## src/rtl/sctag_err_log_ctl_if.sv

```systemverilog
// Bus bundle between the L2 data ECC control, the CSR block and the error
// logging stage: C8 error strobes, access address/thread, CSR controls and
// the held error notification handshake.
interface sctag_err_log_ctl_if;
    logic        decc_spcd_corr_err_c8;
    logic        decc_spcd_uncorr_err_c8;
    logic        decc_bscd_corr_err_c8;
    logic        decc_bscd_uncorr_err_c8;
    logic        decc_scrd_corr_err_c8;
    logic        decc_scrd_uncorr_err_c8;
    logic        decc_spcfb_corr_err_c8;
    logic        decc_spcfb_uncorr_err_c8;
    logic [35:0] err_addr_c8;
    logic [4:0]  err_thrid_c8;
    logic        error_ceen;
    logic        error_nceen;
    logic        csr_esr_wr;
    logic [15:0] csr_wr_data;
    logic        csr_cec_clr;
    logic        err_ack;
    logic [15:0] err_status;
    logic [35:0] err_addr;
    logic [3:0]  err_cec;
    logic        err_req;
    logic        err_req_uncorr;

    modport master (
        output decc_spcd_corr_err_c8, decc_spcd_uncorr_err_c8,
        output decc_bscd_corr_err_c8, decc_bscd_uncorr_err_c8,
        output decc_scrd_corr_err_c8, decc_scrd_uncorr_err_c8,
        output decc_spcfb_corr_err_c8, decc_spcfb_uncorr_err_c8,
        output err_addr_c8, err_thrid_c8, error_ceen, error_nceen,
        output csr_esr_wr, csr_wr_data, csr_cec_clr, err_ack,
        input  err_status, err_addr, err_cec, err_req, err_req_uncorr
    );

    modport slave (
        input  decc_spcd_corr_err_c8, decc_spcd_uncorr_err_c8,
        input  decc_bscd_corr_err_c8, decc_bscd_uncorr_err_c8,
        input  decc_scrd_corr_err_c8, decc_scrd_uncorr_err_c8,
        input  decc_spcfb_corr_err_c8, decc_spcfb_uncorr_err_c8,
        input  err_addr_c8, err_thrid_c8, error_ceen, error_nceen,
        input  csr_esr_wr, csr_wr_data, csr_cec_clr, err_ack,
        output err_status, err_addr, err_cec, err_req, err_req_uncorr
    );
endinterface

```

## src/rtl/sctag_err_log_ctl.sv

```systemverilog
// L2 error logging stage: first-error ESR/EAR capture, multiple-error
// overflow, saturating correctable error counter and a held req/ack
// notification toward the CPX error-return path.
// Optional macro SCTAG_ERR_SCRUB_LOG_EN: when defined, scrub read errors
// are logged and notified; otherwise the scrub strobes are ignored.
//
// state    | meaning
// ST_IDLE  | no request outstanding; launches one as soon as a flag is pending
// ST_REQ   | err_req held high with a stable type until err_ack
module sctag_err_log_ctl (
    input  logic rclk,
    input  logic reset,
    sctag_err_log_ctl_if.slave bus
);
    typedef enum logic {ST_IDLE, ST_REQ} state_t;

    state_t      state;
    logic [15:0] esr_q;
    logic [35:0] ear_q;
    logic [3:0]  cec_q;
    logic        req_q;
    logic        req_uncorr_q;
    logic        pend_u;
    logic        pend_c;

    logic        scrd_corr;
    logic        scrd_uncorr;
    logic        evt_u;
    logic        evt_c;
    logic        new_u;
    logic        new_c;
    logic        served_u;
    logic        served_c;
    logic [15:0] esr_clr;
    logic [15:0] esr_nxt;
    logic [35:0] ear_nxt;
    logic [3:0]  cec_nxt;
    logic        u_logged;
    logic        log_empty;

`ifdef SCTAG_ERR_SCRUB_LOG_EN
    assign scrd_corr   = bus.decc_scrd_corr_err_c8;
    assign scrd_uncorr = bus.decc_scrd_uncorr_err_c8;
`else
    logic unused_scrub;
    assign unused_scrub = bus.decc_scrd_corr_err_c8 | bus.decc_scrd_uncorr_err_c8;
    assign scrd_corr    = 1'b0;
    assign scrd_uncorr  = 1'b0;
`endif

    assign evt_u = bus.decc_spcd_uncorr_err_c8 | bus.decc_bscd_uncorr_err_c8 |
                   scrd_uncorr | bus.decc_spcfb_uncorr_err_c8;
    assign evt_c = bus.decc_spcd_corr_err_c8 | bus.decc_bscd_corr_err_c8 |
                   scrd_corr | bus.decc_spcfb_corr_err_c8;

    assign new_u    = evt_u & bus.error_nceen;
    assign new_c    = evt_c & bus.error_ceen;
    assign served_u = (state == ST_REQ) & bus.err_ack & req_uncorr_q;
    assign served_c = (state == ST_REQ) & bus.err_ack & ~req_uncorr_q;

    // Next ESR/EAR: apply the W1C clear, then log against the cleared value
    always_comb begin
        esr_clr   = bus.csr_esr_wr ? (esr_q & ~bus.csr_wr_data) : esr_q;
        u_logged  = esr_clr[13] | esr_clr[11] | esr_clr[9] | esr_clr[7];
        log_empty = (esr_clr[13:6] == 8'h00);
        esr_nxt   = esr_clr;
        ear_nxt   = ear_q;
        if (evt_u) begin
            if (!u_logged) begin
                esr_nxt[13]  = esr_clr[13] | bus.decc_spcd_uncorr_err_c8;
                esr_nxt[11]  = esr_clr[11] | bus.decc_bscd_uncorr_err_c8;
                esr_nxt[9]   = esr_clr[9]  | scrd_uncorr;
                esr_nxt[7]   = esr_clr[7]  | bus.decc_spcfb_uncorr_err_c8;
                esr_nxt[4:0] = bus.err_thrid_c8;
                ear_nxt      = bus.err_addr_c8;
            end else begin
                esr_nxt[15] = 1'b1;
            end
        end
        if (evt_c) begin
            if (log_empty) begin
                esr_nxt[12] = bus.decc_spcd_corr_err_c8;
                esr_nxt[10] = bus.decc_bscd_corr_err_c8;
                esr_nxt[8]  = scrd_corr;
                esr_nxt[6]  = bus.decc_spcfb_corr_err_c8;
                // With a simultaneous uncorrectable the address was already
                // taken from the same access above.
                if (!evt_u) begin
                    esr_nxt[4:0] = bus.err_thrid_c8;
                    ear_nxt      = bus.err_addr_c8;
                end
            end else begin
                esr_nxt[14] = 1'b1;
            end
        end
        esr_nxt[5] = 1'b0;
    end

    // Next CEC: clear wins over history but still counts a same-cycle event
    always_comb begin
        cec_nxt = cec_q;
        if (bus.csr_cec_clr) begin
            cec_nxt = evt_c ? 4'd1 : 4'd0;
        end else if (evt_c && (cec_q != 4'hF)) begin
            cec_nxt = cec_q + 4'd1;
        end
    end

    // Log registers
    always_ff @(posedge rclk) begin
        if (reset) begin
            esr_q <= '0;
            ear_q <= '0;
            cec_q <= '0;
        end else begin
            esr_q <= esr_nxt;
            ear_q <= ear_nxt;
            cec_q <= cec_nxt;
        end
    end

    // Notification FSM with pending flags; uncorrectable served first
    always_ff @(posedge rclk) begin
        if (reset) begin
            state        <= ST_IDLE;
            req_q        <= 1'b0;
            req_uncorr_q <= 1'b0;
            pend_u       <= 1'b0;
            pend_c       <= 1'b0;
        end else begin
            pend_u <= (pend_u & ~served_u) | new_u;
            pend_c <= (pend_c & ~served_c) | new_c;
            case (state)
                ST_IDLE: begin
                    // Include this cycle's events so the request rises in C9
                    if (pend_u | pend_c | new_u | new_c) begin
                        state        <= ST_REQ;
                        req_q        <= 1'b1;
                        req_uncorr_q <= pend_u | new_u;
                    end
                end
                ST_REQ: begin
                    if (bus.err_ack) begin
                        state        <= ST_IDLE;
                        req_q        <= 1'b0;
                        req_uncorr_q <= 1'b0;
                    end
                end
                default: begin
                    state        <= ST_IDLE;
                    req_q        <= 1'b0;
                    req_uncorr_q <= 1'b0;
                end
            endcase
        end
    end

    assign bus.err_status     = esr_q;
    assign bus.err_addr       = ear_q;
    assign bus.err_cec        = cec_q;
    assign bus.err_req        = req_q;
    assign bus.err_req_uncorr = req_uncorr_q;
endmodule

```

## src/flat_wrapper.sv

```systemverilog
// flat-port wrapper written by rule: the top's interface ports become plain ports
module sctag_err_log_ctl_flat 
  (rclk, reset, bus_decc_spcd_corr_err_c8, bus_decc_spcd_uncorr_err_c8, bus_decc_bscd_corr_err_c8, bus_decc_bscd_uncorr_err_c8, bus_decc_scrd_corr_err_c8, bus_decc_scrd_uncorr_err_c8, bus_decc_spcfb_corr_err_c8, bus_decc_spcfb_uncorr_err_c8, bus_err_addr_c8, bus_err_thrid_c8, bus_error_ceen, bus_error_nceen, bus_csr_esr_wr, bus_csr_wr_data, bus_csr_cec_clr, bus_err_ack, bus_err_status, bus_err_addr, bus_err_cec, bus_err_req, bus_err_req_uncorr);
  sctag_err_log_ctl_if bus_i ();
  input  logic rclk;
  input  logic reset;
  input wire logic [$bits(bus_i.decc_spcd_corr_err_c8)-1:0] bus_decc_spcd_corr_err_c8;
  input wire logic [$bits(bus_i.decc_spcd_uncorr_err_c8)-1:0] bus_decc_spcd_uncorr_err_c8;
  input wire logic [$bits(bus_i.decc_bscd_corr_err_c8)-1:0] bus_decc_bscd_corr_err_c8;
  input wire logic [$bits(bus_i.decc_bscd_uncorr_err_c8)-1:0] bus_decc_bscd_uncorr_err_c8;
  input wire logic [$bits(bus_i.decc_scrd_corr_err_c8)-1:0] bus_decc_scrd_corr_err_c8;
  input wire logic [$bits(bus_i.decc_scrd_uncorr_err_c8)-1:0] bus_decc_scrd_uncorr_err_c8;
  input wire logic [$bits(bus_i.decc_spcfb_corr_err_c8)-1:0] bus_decc_spcfb_corr_err_c8;
  input wire logic [$bits(bus_i.decc_spcfb_uncorr_err_c8)-1:0] bus_decc_spcfb_uncorr_err_c8;
  input wire logic [$bits(bus_i.err_addr_c8)-1:0] bus_err_addr_c8;
  input wire logic [$bits(bus_i.err_thrid_c8)-1:0] bus_err_thrid_c8;
  input wire logic [$bits(bus_i.error_ceen)-1:0] bus_error_ceen;
  input wire logic [$bits(bus_i.error_nceen)-1:0] bus_error_nceen;
  input wire logic [$bits(bus_i.csr_esr_wr)-1:0] bus_csr_esr_wr;
  input wire logic [$bits(bus_i.csr_wr_data)-1:0] bus_csr_wr_data;
  input wire logic [$bits(bus_i.csr_cec_clr)-1:0] bus_csr_cec_clr;
  input wire logic [$bits(bus_i.err_ack)-1:0] bus_err_ack;
  output wire logic [$bits(bus_i.err_status)-1:0] bus_err_status;
  output wire logic [$bits(bus_i.err_addr)-1:0] bus_err_addr;
  output wire logic [$bits(bus_i.err_cec)-1:0] bus_err_cec;
  output wire logic [$bits(bus_i.err_req)-1:0] bus_err_req;
  output wire logic [$bits(bus_i.err_req_uncorr)-1:0] bus_err_req_uncorr;
  assign bus_i.decc_spcd_corr_err_c8 = bus_decc_spcd_corr_err_c8;
  assign bus_i.decc_spcd_uncorr_err_c8 = bus_decc_spcd_uncorr_err_c8;
  assign bus_i.decc_bscd_corr_err_c8 = bus_decc_bscd_corr_err_c8;
  assign bus_i.decc_bscd_uncorr_err_c8 = bus_decc_bscd_uncorr_err_c8;
  assign bus_i.decc_scrd_corr_err_c8 = bus_decc_scrd_corr_err_c8;
  assign bus_i.decc_scrd_uncorr_err_c8 = bus_decc_scrd_uncorr_err_c8;
  assign bus_i.decc_spcfb_corr_err_c8 = bus_decc_spcfb_corr_err_c8;
  assign bus_i.decc_spcfb_uncorr_err_c8 = bus_decc_spcfb_uncorr_err_c8;
  assign bus_i.err_addr_c8 = bus_err_addr_c8;
  assign bus_i.err_thrid_c8 = bus_err_thrid_c8;
  assign bus_i.error_ceen = bus_error_ceen;
  assign bus_i.error_nceen = bus_error_nceen;
  assign bus_i.csr_esr_wr = bus_csr_esr_wr;
  assign bus_i.csr_wr_data = bus_csr_wr_data;
  assign bus_i.csr_cec_clr = bus_csr_cec_clr;
  assign bus_i.err_ack = bus_err_ack;
  assign bus_err_status = bus_i.err_status;
  assign bus_err_addr = bus_i.err_addr;
  assign bus_err_cec = bus_i.err_cec;
  assign bus_err_req = bus_i.err_req;
  assign bus_err_req_uncorr = bus_i.err_req_uncorr;
  sctag_err_log_ctl u_core (.rclk(rclk), .reset(reset), .bus(bus_i));
endmodule
```

## config.mk

```make
export PLATFORM = sky130hd
export DESIGN_NAME = sctag_err_log_ctl_flat
export DESIGN_NICKNAME = d
export VERILOG_FILES = /design/src/rtl/sctag_err_log_ctl_if.sv /design/src/rtl/sctag_err_log_ctl.sv /design/src/flat_wrapper.sv
export SDC_FILE = /design/constraint.sdc
export NUM_CORES = 1
export LEC_CHECK = 0
export ABC_CLOCK_PERIOD_IN_PS = 4900
export CORE_UTILIZATION = 30
export CTS_CLUSTER_SIZE = 30
export DETAILED_ROUTE_END_ITERATION = 7
export PLACE_DENSITY_LB_ADDON = 0.2
export SLEW_MARGIN = 25
export SYNTH_ARGS = -nofsm -noshare
export SYNTH_HDL_FRONTEND = slang
export SYNTH_SLANG_ARGS = --single-unit
```

## constraint.sdc

```tcl
create_clock -name rclk -period 4.9 [get_ports rclk]
set_input_delay 0.98 -clock rclk [delete_from_list [all_inputs] [get_ports rclk]]
set_output_delay 0.98 -clock rclk [all_outputs]
set_load 0.02 [all_outputs]
```

==> key figures <==
Floorplanning
  – Starting density of the core: 0.314
  – Die W: just under 100 um
  – IO Count: 130
  – Row count: 34
  – Floorplan core area: slightly below 9000 um^2
  – Die ar.: around 9600 um^2
  – Die H: 98.2 um

Clocking
  – CTS tree: yes
  – Clk sink count: 60
  – CTS H-tree depth: 3
  – Cts hold-fix bufs: 0
  – Setup bufs post-CTS: 0
  – CTS Buffer Depth: 2
  – Clk slew on worst S/H paths: roughly 0.07 ns
  – Root Driver: clkbuf_8
  – Post-cts resize count: 0
  – CTS Buf Count: 9
  – Worst-Skew Late Latency: roughly 0.33 ns

Synth
  – Syn Area/Cell: around 10 um^2
  – Synth Instances: roughly 280
  – Syn_nets: around 360
  – Synth warn: 0
  – Synth Cell Area: 2780 um^2
  – Netlist cell types: 38
  – Register bit total from synthesis: 60
  – Biggest area consumer among synthesized cells: dfxtp_1
  – Top post-synthesis cells by area: dfxtp_1, nand2b_1, mux2i_1
  – Synth top area share: 0.432
  – Sequential fraction of the synthesis area: 0.432

Routing
  – WL/cell: 12.9 um
  – Initial drt markers: 49
  – Post-DRT Antenna Nets: 0
  – Drt pass-1 iters: 7
  – DRT Wirelength: roughly 6700 um
  – Via count: 2370
  – Via density per instance: between 4 and 5
  – # DRC: 7

STA
  – F_max: roughly 0.27 GHz
  – Clock Skew: approximately 0.0086 ns
  – Fin. Hold Viols: 0
  – Setup TNS: 0 ns
  – Final Cycle Share: 0.743
  – Slack of the critical path: between 1 and 1.5 ns
  – RSZ-0062 raised after global routing: no
  – Final Max Tran Viols: 0
  – Fin crit period: about 3.6 ns
  – Slew HR: 0.529
  – Worst-margin pin slew: 0.704 ns
  – Count of final setup violators: 0
  – Hold_ws: about 0.48 ns

Power
  – Static Leakage: approximately 0.0017 uW
  – Pwr Density: between 300 and 400 nW/um^2
  – Worst VDD drop: roughly 150 uV
  – Power, Total: 1490 uW

Global route
  – Vias in the first global route: between 2000 and 2500
  – First-pass GRT wire length: between 10000 and 15000 um
  – Overall global routing resource usage: 0.141
  – Largest net degree at the start of global routing: 61
  – Antenna violations before repair: 0
  – Remaining global-route overflow: 0

Run
  – MaxCap Viol Count: 0

Place
  – Port bufs: between 100 and 150
  – Post-DP HPWL: 4640 um
  – Pre-CTS setup slack: ~0.88 ns
  – Placed Cells: 500
  – Gpl congestion: between 0.8 and 0.9

Worst setup path
  – Reg2reg setup slack: between 2 and 3 ns
  – Family with the most delay on the worst path: simple AND/OR/NAND/NOR gates
  – Crit path kind: input pin to flip-flop
  – Crit start category: input pin
  – Critical-path top delay cell: clkdlybuf4s50_1
  – Critical path cell sequence: clkdlybuf4s50_1 -> a21boi_1 -> nor4_4 -> and3_2 -> buf_12 -> mux2i_1
  – WP buf/inv: 2
  – Crit path max fanout: 21
  – Critical Path RT: approximately 5.2 ns
  – Max incr delay on CP: 0.92 ns
  – Critical Path AT: 3.90 ns
  – CP Capture Type: flip-flop

Cells and area
  – Non-Filler Instances: 516
  – Most common cell after layout, fill and taps aside: clkdlybuf4s50_1
  – Antenna fix cells: 0
  – NumNets Final: around 480
  – Most frequent cells in the layout: clkdlybuf4s50_1, nand2b_1, dfxtp_1
  – Syn-to-layout area delta: 52.8%
  – Layout cells sized above 1: 0.0564

Outcome
  – Failing checks: DRC
  – Status: complete, but fails checks

Min path
  – Type of the tightest min-delay check: flip-flop to flip-flop
[worst reg2reg max path: cells and delay by family, from the launching register on]
| family | cells | cell delay, ns |
|---|---|---|
| flops | 1 | 0.33 |
| compound gates | 1 | 0.12 |
| simple gates | 2 | 1.26 |
| mux | 1 | 0.21 |
| buf+inv | 2 | 0.36 |
[worst paths after layout]
path,to,start,cells past startpoint
hold reg to reg,u_core.bus.err_addr[4]$_SDFF_PP0_,u_core.bus.err_addr[4]$_SDFF_PP0_,2
hold / removal,u_core.bus.err_addr[4]$_SDFF_PP0_,u_core.bus.err_addr[4]$_SDFF_PP0_,2
setup reg to reg,u_core.bus.err_addr[3]$_SDFF_PP0_,u_core.bus.err_status[7]$_SDFF_PP0_,6
setup / recovery,u_core.bus.err_addr[3]$_SDFF_PP0_,bus_csr_esr_wr,6
[where the power goes]
group / leakage [uW] / switching (uW) / internal [uW]
Sequential: 0.000496 / 34.9 / 548
Clock: 0.0000938 / 205 / 262
Combinational: 0.00107 / 202 / 235
Total: 0.00166 / 442 / 1050
[area by class of cell]
| cell class | instances | area (um^2) |
|---|---|---|
| clock buffers | 11 | 151 |
| clock inverters | 5 | 60.1 |
| fillers | 874 | 4600 |
| inverters | 3 | 11.3 |
| multi-input cells | 202 | 1410 |
| flip-flops and latches | 60 | 1200 |
| well taps | 108 | 135 |
| repair buffers | 127 | 1270 |
[registers in the layout, indices dropped and copies added, names as in the netlist]
name / cells
u_core.bus.err_addr: 36
u_core.bus.err_cec: 4
u_core.bus.err_req: 1
u_core.bus.err_req_uncorr: 1
u_core.bus.err_status: 15
u_core.pend_c: 1
u_core.pend_u: 1
u_core.state: 1
[logic make-up (layout without fill, tap and decap cells)]
kind of cell | Yosys count | count (layout) | synth area share
AOI/OAI and AO/OA | 28 | 28 | 0.0752
xor gates and xnor gates | 2 | 2 | 0.00631
adders and majority gates | 1 | 1 | 0.00450
buffers and inverters | 22 | 146 | 0.0599
DFF | 60 | 60 | 0.432
muxes | 43 | 43 | 0.155
other | 1 | 1 | 0.00135
and+or+nand+nor | 127 | 127 | 0.265
[metrics by stage]
step	utilization	instance area (um^2)
floorplan	-	2780
global placement	0.456	4030
detailed placement	0.456	4030
CTS	0.480	4240
global route	0.480	4240
finish	0.480	4240
[cell usage after synthesis]
cell        n
nor4_1      1
dfxtp_1    60
a21boi_1    1
o21ba_2     1
a2111oi_0   1
conb_1      1
clkbuf_1   12
o21ai_0     2
nor2_1     14
buf_12      4
nand4_1     1
a31oi_1     1
a22oi_1     1
o32ai_1     1
a2bb2oi_1   1
ha_1        1
nor4_4      1
nand2b_1   80
nor3_1      5
inv_1       3
nand2_1    15
a211oi_1    4
o31a_1      1
or3_1       1
xor2_1      2
mux2i_1    43
o22ai_1     1
nand3b_1    6
buf_4       1
a32oi_1     3
nand3_1     1
a21oi_1     7
a21boi_0    1
o2111ai_1   1
a21boi_4    1
buf_6       2
nor2b_1     1
and3_1      1
[routing by layer]
| layer | part of all wire | global-route usage |
|---|---|---|
| met2 | 0.47 | 0.236 |
| met3 | 0.081 | 0.0515 |
| met4 | 0.015 | 0.0654 |
| met1 | 0.44 | 0.161 |
| met5 | 0 | 0 |
Power figures use the tool's default switching activity.
